$ cat src/rtl/rst_seq_pkg.sv
// Shared types and sizing for the reset sequencer.
package rst_seq_pkg;

  localparam int unsigned ASSERT_MIN = 16;
  localparam int unsigned NUM_DOM    = 3;
  localparam int unsigned DLY_W      = 8;

  typedef enum logic [2:0] {
    ASSERT = 3'd0,
    REL0   = 3'd1,
    REL1   = 3'd2,
    REL2   = 3'd3,
    RUN    = 3'd4
  } seq_state_t;

endpackage

$ cat src/rtl/rst_seq_cnt.sv
// Loadable saturating down-counter with zero flag; reinitialised by the parent via load.
module rst_seq_cnt
  import rst_seq_pkg::*;
(
  input  logic             clk,
  input  logic             load,
  input  logic [DLY_W-1:0] load_val,
  input  logic             dec,
  output logic             zero
);

  logic [DLY_W-1:0] cnt;

  always_ff @(posedge clk) begin
    if (load) begin
      cnt <= load_val;
    end else if (dec && (cnt != '0)) begin
      cnt <= cnt - DLY_W'(1);
    end
  end

  assign zero = (cnt == '0);

endmodule

$ cat src/rtl/rst_seq_ctrl.sv
// Power-on style reset sequencer: holds all domains in reset, then releases
// domains 0,1,2 in order spaced by a sampled delay.
module rst_seq_ctrl
  import rst_seq_pkg::*;
(
  input  logic               clk,
  input  logic               rst,
  input  logic               ext_rst_req,
  input  logic [DLY_W-1:0]   dly_cfg,
  input  logic [NUM_DOM-1:0] hold_mask,
  output logic [NUM_DOM-1:0] rst_out,
  output logic               seq_busy,
  output logic               seq_done,
  output logic               req_ack
);

  seq_state_t         state, state_nxt;
  logic [NUM_DOM-1:0] rel_q, rel_nxt;
  logic [DLY_W-1:0]   d_q, d_nxt;
  logic               done_nxt, ack_nxt;
  logic               cnt_load, cnt_dec, cnt_zero;
  logic [DLY_W-1:0]   cnt_val;

  rst_seq_cnt u_cnt (
    .clk      (clk),
    .load     (cnt_load),
    .load_val (cnt_val),
    .dec      (cnt_dec),
    .zero     (cnt_zero)
  );

  // State and registered outputs
  always_ff @(posedge clk) begin
    if (!rst) begin
      state    <= ASSERT;
      rel_q    <= '0;
      d_q      <= DLY_W'(1);
      seq_busy <= 1'b1;
      seq_done <= 1'b0;
      req_ack  <= 1'b0;
    end else begin
      state    <= state_nxt;
      rel_q    <= rel_nxt;
      d_q      <= d_nxt;
      seq_busy <= (state_nxt != RUN);
      seq_done <= done_nxt;
      req_ack  <= ack_nxt;
    end
  end

  // Next-state, release and counter control; the counter counts ASSERT_MIN-1..0
  // in ASSERT and D-1..0 in each release state.
  always_comb begin
    state_nxt = state;
    rel_nxt   = rel_q;
    d_nxt     = d_q;
    done_nxt  = 1'b0;
    ack_nxt   = 1'b0;
    cnt_load  = 1'b0;
    cnt_dec   = 1'b0;
    cnt_val   = DLY_W'(ASSERT_MIN - 1);

    if (!rst) begin
      cnt_load = 1'b1;
    end else begin
      unique case (state)
        ASSERT: begin
          if (cnt_zero) begin
            state_nxt = REL0;
            d_nxt     = (dly_cfg == '0) ? DLY_W'(1) : dly_cfg;
            cnt_load  = 1'b1;
            cnt_val   = d_nxt - DLY_W'(1);
          end else begin
            cnt_dec = 1'b1;
          end
        end
        REL0: begin
          if (cnt_zero) begin
            state_nxt  = REL1;
            rel_nxt[0] = 1'b1;
            cnt_load   = 1'b1;
            cnt_val    = d_q - DLY_W'(1);
          end else begin
            cnt_dec = 1'b1;
          end
        end
        REL1: begin
          if (cnt_zero) begin
            state_nxt  = REL2;
            rel_nxt[1] = 1'b1;
            cnt_load   = 1'b1;
            cnt_val    = d_q - DLY_W'(1);
          end else begin
            cnt_dec = 1'b1;
          end
        end
        REL2: begin
          if (cnt_zero) begin
            state_nxt  = RUN;
            rel_nxt[2] = 1'b1;
            done_nxt   = 1'b1;
          end else begin
            cnt_dec = 1'b1;
          end
        end
        RUN: begin
          if (ext_rst_req) begin
            state_nxt = ASSERT;
            rel_nxt   = '0;
            ack_nxt   = 1'b1;
            cnt_load  = 1'b1;
          end
        end
        default: begin
          state_nxt = ASSERT;
          rel_nxt   = '0;
          cnt_load  = 1'b1;
        end
      endcase
    end
  end

  // Hold mask overrides the sequenced value without touching FSM timing
  assign rst_out = rel_q & ~hold_mask;

endmodule

$ cat config.mk
export PLATFORM = sky130hd
export DESIGN_NAME = rst_seq_ctrl
export DESIGN_NICKNAME = d
export VERILOG_FILES = /design/src/rtl/rst_seq_pkg.sv /design/src/rtl/rst_seq_cnt.sv /design/src/rtl/rst_seq_ctrl.sv
export SDC_FILE = /design/constraint.sdc
export NUM_CORES = 1
export LEC_CHECK = 0
export ABC_AREA = 1
export ABC_CLOCK_PERIOD_IN_PS = 1650
export CORE_MARGIN = 2
export CORE_UTILIZATION = 29
export CTS_CLUSTER_SIZE = 14
export DETAILED_ROUTE_END_ITERATION = 7
export DONT_BUFFER_PORTS = 1
export GPL_ROUTABILITY_DRIVEN = 0
export PLACE_DENSITY = 0.51
export SETUP_SLACK_MARGIN = 0.02
export SKIP_CTS_REPAIR_TIMING = 1
export SYNTH_ARGS = -nofsm -noshare
export SYNTH_HDL_FRONTEND = slang
export SYNTH_SLANG_ARGS = --single-unit
$ cat constraint.sdc
create_clock -name clk -period 1.65 [get_ports clk]
set_input_delay 0.4125 -clock clk [delete_from_list [all_inputs] [get_ports clk]]
set_output_delay 0.4125 -clock clk [all_outputs]
set_load 0.05 [all_outputs]
==> flow_metrics.env, run 1 <==
export IMPL_ys_ff_latch=25
export IMPL_drc=0
export IMPL_cts_tree="yes"
export IMPL_grt_pass1_vias=1421
export IMPL_ys_types=31
export IMPL_vias=1555
export IMPL_start_kind="flop"
export IMPL_drt_iter0_markers=80
export IMPL_status="completed"
export IMPL_syn_num_nets=249
export IMPL_max_cap_violations=0
export IMPL_cts_max_path_buffers=2
export IMPL_num_rows=27
export IMPL_htreeDepth=1
export IMPL_rsz0062_at_grt="true"
export IMPL_max_vdd_ir_drop_mv=0.271
export IMPL_whs_path_depth=2
export IMPL_critPathMaxFanout=7
export IMPL_drive_gt1_frac=0.322
export IMPL_tightest_slew_ns=0.477
export IMPL_setup_ws_ns=0.0692
export IMPL_wire_per_inst_um=11.7
export IMPL_vias_per_cell=4.55
export IMPL_io_pins=20
export IMPL_min_period_over_period=0.958
export IMPL_pre_cts_slack_ns=-0.143
export IMPL_setup_viol=0
export IMPL_path_clk_slew_ns=0.10
export IMPL_avgSynthCellArea_um2=7.05
export IMPL_grt_ovfl_total=0
export IMPL_crit_required_ns=1.68
export IMPL_drv_slew=0
export IMPL_ys_seq_area_frac=0.357
export IMPL_fp_dieArea_um2=6230
export IMPL_min_path_type="in -> reg"
export IMPL_die_width_um=78.9
export IMPL_relSlewSlack=0.681
export IMPL_period_minus_slack_ns=1.58
export IMPL_grt_pass1_wl_um=6490
export IMPL_register_area_um2=583
export IMPL_placedCellCount=334
export IMPL_clk_latency_ns=0.28
export IMPL_cp_end_kind="flop"
export IMPL_r2r_cells=8
export IMPL_stdcell_count=342
export IMPL_drt_total_wl_um=3990
export IMPL_netlist_top_cell_by_area="dfxtp_1"
export IMPL_p_leak_nw=1.05
export IMPL_fin_nets=289
export IMPL_fmaxAchievable_ghz=0.633
export IMPL_grt_usage=0.131
export IMPL_core_um2=5470
export IMPL_die_h_um=78.9
export IMPL_ant_nets=0
export IMPL_finalHoldViolCount=0
export IMPL_reg2reg_slack_ns=0.07
export IMPL_power_mw=1.17
export IMPL_crit_type="reg -> reg"
export IMPL_grt_max_degree=16
export IMPL_arrival_ns=1.61
export IMPL_syn_to_final_growth_pct=34.2
export IMPL_io_buffers=0
export IMPL_dp_hpwl_um=3070
export IMPL_cts_sinks=25
export IMPL_initial_core_util=0.297
export IMPL_fillers=585
export IMPL_cts_made_buffers=3
export IMPL_synthCells=231
export IMPL_power_density_nw_per_um2=535
export IMPL_diodes=0
export IMPL_fin_worst_skew_ns=0.0109
export IMPL_netlist_area_um2=1630
export IMPL_dr_pass1_iters=4
export IMPL_antenna_found_initial=0
export IMPL_yosysTopAreaCellShare=0.209
export IMPL_clockRootBuffer="clkbuf_8"
export IMPL_ys_warn_count=0
export IMPL_synth_area_top_cells="dfxtp_1, edfxtp_1, nand2_1, inv_1, nand3_1"
export IMPL_multiInputGateArea_um2=1020
## placed cells by master (no fill, tap or decap), types with 2 or more instances in the layout
cell,Yosys,routed
nand2_1,49,46
buf_4,0,34
inv_1,35,27
nand3_1,22,20
nor2_1,27,19
dfxtp_1,17,15
a21oi_1,13,11
inv_2,4,9
o21ai_1,2,8
edfxtp_1,8,8
nor2_2,3,7
nand4_1,6,6
xor2_1,6,6
nand2_4,3,5
nor2_4,1,5
inv_4,0,4
o21ai_0,12,4
o21ai_2,1,3
xnor2_1,3,3
clkbuf_8,0,3
buf_6,1,3
nand2_2,1,2
nand3_4,0,2
nor4_1,2,2
ha_4,0,2
ha_1,4,2
dfxtp_2,0,2
## layout make-up
type | count | area share
clock buffer | 3 | 0.0189
clock inverter | 1 | 0.00286
inverter | 39 | 0.0704
multi-input combinational | 165 | 0.467
sequential | 25 | 0.267
tap | 72 | 0.0412
timing repair buffer | 37 | 0.132
## critical path: stages, from the launching register on
cell	delay, ns
edfxtp_1	0.42
inv_2	0.10
ha_4	0.14
nand2_4	0.06
nor2_8	0.19
nand2_4	0.13
nand4_4	0.11
buf_6	0.13
o21ai_2	0.05
## layer usage
metal | share of wire | GRT usage | vias to the layer above | routed length [µm]
met5 | 0 | 0 | - | 0
met4 | 0.021 | 0.0517 | 0 | 82
met3 | 0.042 | 0.0261 | 7 | 168
met2 | 0.45 | 0.203 | 35 | 1810
met1 | 0.48 | 0.179 | 683 | 1930
li1 | - | - | 830 | -
## synthesized netlist by cell type
cell	number
edfxtp_1	8
nor4_1	2
xnor2_1	3
a21oi_1	13
nand2_2	1
nand2_1	49
clkbuf_1	1
nand4_1	6
a31oi_1	1
nor2_4	1
ha_1	4
nand4_4	1
inv_1	35
o21bai_1	1
nand3_2	1
o21ai_0	12
o21ai_1	2
dfxtp_1	17
o22ai_1	1
nor2_2	3
inv_2	4
nand3_1	22
buf_6	1
xor2_1	6
o21ai_2	1
o31ai_1	1
a22o_1	1
nor3_1	2
nor2_1	27
nor2_8	1
nand2_4	3
## metrics by stage
step	utilization	TNS (ns)	hold WS, ns	area [µm²]
5_1_grt	0.399	-0.172	0.266	2180
2_1_floorplan	-	-0.0467	0.436	1660
6_report	0.399	0	0.266	2180
3_3_place_gp	0.361	-0.510	0.452	1980
3_5_place_dp	0.361	-0.458	0.455	1980
4_1_cts	0.370	-0.548	0.263	2030
## power breakdown
group          switching (mW)  internal [mW]  total, mW
sequential            0.00468          0.639      0.644
clock                   0.214          0.173      0.387
combinational          0.0669         0.0713      0.138
total                   0.286          0.884       1.17
## logic make-up (layout without fill, tap and decap cells)
| kind of cell | Yosys count | after routing | share of synthesized area |
|---|---|---|---|
| AO/OA/AOI/OAI | 33 | 33 | 0.111 |
| XOR/XNOR | 9 | 9 | 0.0484 |
| adder cells (fa/ha/maj) | 4 | 4 | 0.0307 |
| buffers and inverters | 41 | 80 | 0.0992 |
| flip-flops | 25 | 25 | 0.357 |
| AND/OR/NAND/NOR | 119 | 119 | 0.354 |
## path summary, 6_finish.rpt
kind	from	to
min reg2reg	rel_q[0]	rel_q[0]
max reg2reg	u_cnt.cnt[1]	u_cnt.cnt[6]
min	rst	d_q[3]
max	u_cnt.cnt[1]	u_cnt.cnt[6]
## sequential cells by signal, indices dropped and copies added (netlist names)
name       cells
d_q            8
rel_q          3
req_ack        1
seq_busy       1
seq_done       1
state          3
u_cnt.cnt      8
(Power assumes the default switching activity.)
==> run 2: changes to the inputs <==
--- a/config.mk
+++ b/config.mk
@@ -5,7 +5,6 @@
 export SDC_FILE = /design/constraint.sdc
 export NUM_CORES = 1
 export LEC_CHECK = 0
-export ABC_AREA = 1
 export ABC_CLOCK_PERIOD_IN_PS = 1650
 export CORE_MARGIN = 2
 export CORE_UTILIZATION = 29
==> flow_metrics.env, run 2 <==
export IMPL_status="finished with violations"
export IMPL_failed_checks="setup timing"
export IMPL_finalSetupTns_ns=-0.751
export IMPL_vias_per_cell=4.95
export IMPL_clockRootBuffer="clkbuf_8"
export IMPL_netlist_area_um2=1590
export IMPL_startpoint="u_cnt.cnt[1]"
export IMPL_grt_max_degree=16
export IMPL_holdCritStartpoint="rst"
export IMPL_die_width_um=78.0
export IMPL_core_um2=5200
export IMPL_finalHoldViolCount=0
export IMPL_drive_gt1_frac=0.375
export IMPL_min_path_type="in -> reg"
export IMPL_yosys_cell_count_top_type="dfxtp_1"
export IMPL_drv_slew=0
export IMPL_fin_nets=235
export IMPL_ys_types=53
export IMPL_die_h_um=78.0
export IMPL_htreeDepth=1
export IMPL_layout_commonest_cell="buf_4"
export IMPL_vias=1415
export IMPL_grt_ovfl_total=0
export IMPL_power_density_nw_per_um2=515
export IMPL_cts_tree="yes"
export IMPL_tightest_slew_ns=0.491
export IMPL_avgSynthCellArea_um2=9.40
export IMPL_num_rows=26
export IMPL_path_clk_slew_ns=0.08
export IMPL_synth_edff_count=8
export IMPL_ys_seq_area_frac=0.366
export IMPL_grt_usage=0.148
export IMPL_pre_cts_slack_ns=-0.361
export IMPL_reg2reg_slack_ns=-0.15
export IMPL_arrival_ns=1.83
export IMPL_cts_max_path_buffers=2
export IMPL_post_route_util=0.427
export IMPL_crit_required_ns=1.68
export IMPL_initial_core_util=0.305
export IMPL_drt_total_wl_um=4240
export IMPL_diodes=0
export IMPL_final_area_um2=2220
export IMPL_clk_latency_ns=0.28
export IMPL_drt_iter0_markers=56
export IMPL_antenna_found_initial=0
export IMPL_crit_type="reg -> reg"
export IMPL_yosys_top_cells_count="dfxtp_1, nor2_1, nor2b_1"
export IMPL_dp_hpwl_um=3510
export IMPL_max_vdd_ir_drop_mv=0.337
export IMPL_syn_to_final_growth_pct=39.9
export IMPL_p_leak_nw=0.909
export IMPL_ant_nets=0
export IMPL_yosysTopAreaCellShare=0.214
export IMPL_fmaxAchievable_ghz=0.556
export IMPL_placedInstanceArea_um2=2070
export IMPL_netlist_top_cell_by_area="dfxtp_1"
export IMPL_cts_sinks=25
export IMPL_hold_slack_ns=0.245
export IMPL_synth_async_reset_ratio=0
export IMPL_grt_pass1_wl_um=7040
export IMPL_setup_viol=17
export IMPL_synth_flop_cell="dfxtp_1"
export IMPL_synth_area_top_cells="dfxtp_1, edfxtp_1, mux2i_1, xnor2_1, nor2b_1"
export IMPL_grt_pass1_vias=1440
export IMPL_dr_pass1_iters=4
export IMPL_ys_warn_count=0
export IMPL_synthCells=169
export IMPL_timing_rr_start="u_cnt.cnt[1]"
export IMPL_drc=0
export IMPL_io_buffers=0
export IMPL_wire_per_inst_um=14.8
export IMPL_cp_end_kind="flop"
export IMPL_setup_ws_ns=-0.148
export IMPL_max_cap_violations=0
export IMPL_ys_ff_latch=25
export IMPL_fp_dieArea_um2=6080
export IMPL_fin_worst_skew_ns=0.00926
export IMPL_top_regs="d_q: 8 flops, u_cnt.cnt: 8 flops"
export IMPL_cts_made_buffers=3
export IMPL_period_minus_slack_ns=1.80
export IMPL_io_pins=20
export IMPL_start_kind="flop"
export IMPL_rsz0062_at_grt="true"
export IMPL_critPathMaxFanout=3
export IMPL_syn_num_nets=187
export IMPL_min_period_over_period=1.09
export IMPL_relSlewSlack=0.672
export IMPL_most_common_layout_cells="buf_4, dfxtp_1, nor2_1, nor2b_1, edfxtp_1"
## run 2: cells by family after synthesis
logic type | after synthesis | synth area share
compound gates | 36 | 0.169
xor+xnor | 14 | 0.0772
fa+ha+maj | 4 | 0.0315
buf+inv | 14 | 0.0378
flops | 25 | 0.366
mux | 7 | 0.0441
simple gates | 69 | 0.274
## run 2: per-stage QoR
| stage | instances | total power [mW] |
|---|---|---|
| floorplan | 169 | 0.719 |
| global placement | 282 | 0.767 |
| detailed placement | 282 | 0.771 |
| CTS | 286 | 1.15 |
| global route | 286 | 1.20 |
| finish | 286 | 1.14 |
## run 2: layout make-up
class | count | area, µm²
clock buffer | 3 | 41.3
clock inverter | 1 | 6.26
fill | 531 | 2980
inverter | 8 | 30.0
multi-input combinational | 130 | 1100
sequential | 25 | 581
tap | 70 | 87.6
timing repair buffer | 49 | 379
## run 2: critical path, cell delays in order (launching register included)
cell,delay [ns]
edfxtp_1,0.40
inv_2,0.08
buf_6,0.09
ha_4,0.11
or3b_4,0.41
buf_6,0.14
xnor2_4,0.12
a22o_1,0.20
## run 2: report_power, final
part | switching [mW] | internal [mW] | total (mW)
Combinational | 0.0534 | 0.0724 | 0.126
Clock | 0.201 | 0.173 | 0.374
Sequential | 0.00471 | 0.638 | 0.643
## run 2: path summary, 6_finish.rpt
check / endpoint / depth (start not counted)
worst max-delay path: u_cnt.cnt[4] / 7
worst max register to register: u_cnt.cnt[4] / 7
worst min register to register: rel_q[1] / 2
worst min-delay path: d_q[0] / 1
## run 2: routing by layer
metal,share of wire,vias up,track usage
li1,-,725,-
met1,0.46,663,0.190
met2,0.49,19,0.249
met3,0.031,8,0.0267
met4,0.019,0,0.0509
met5,0,-,0
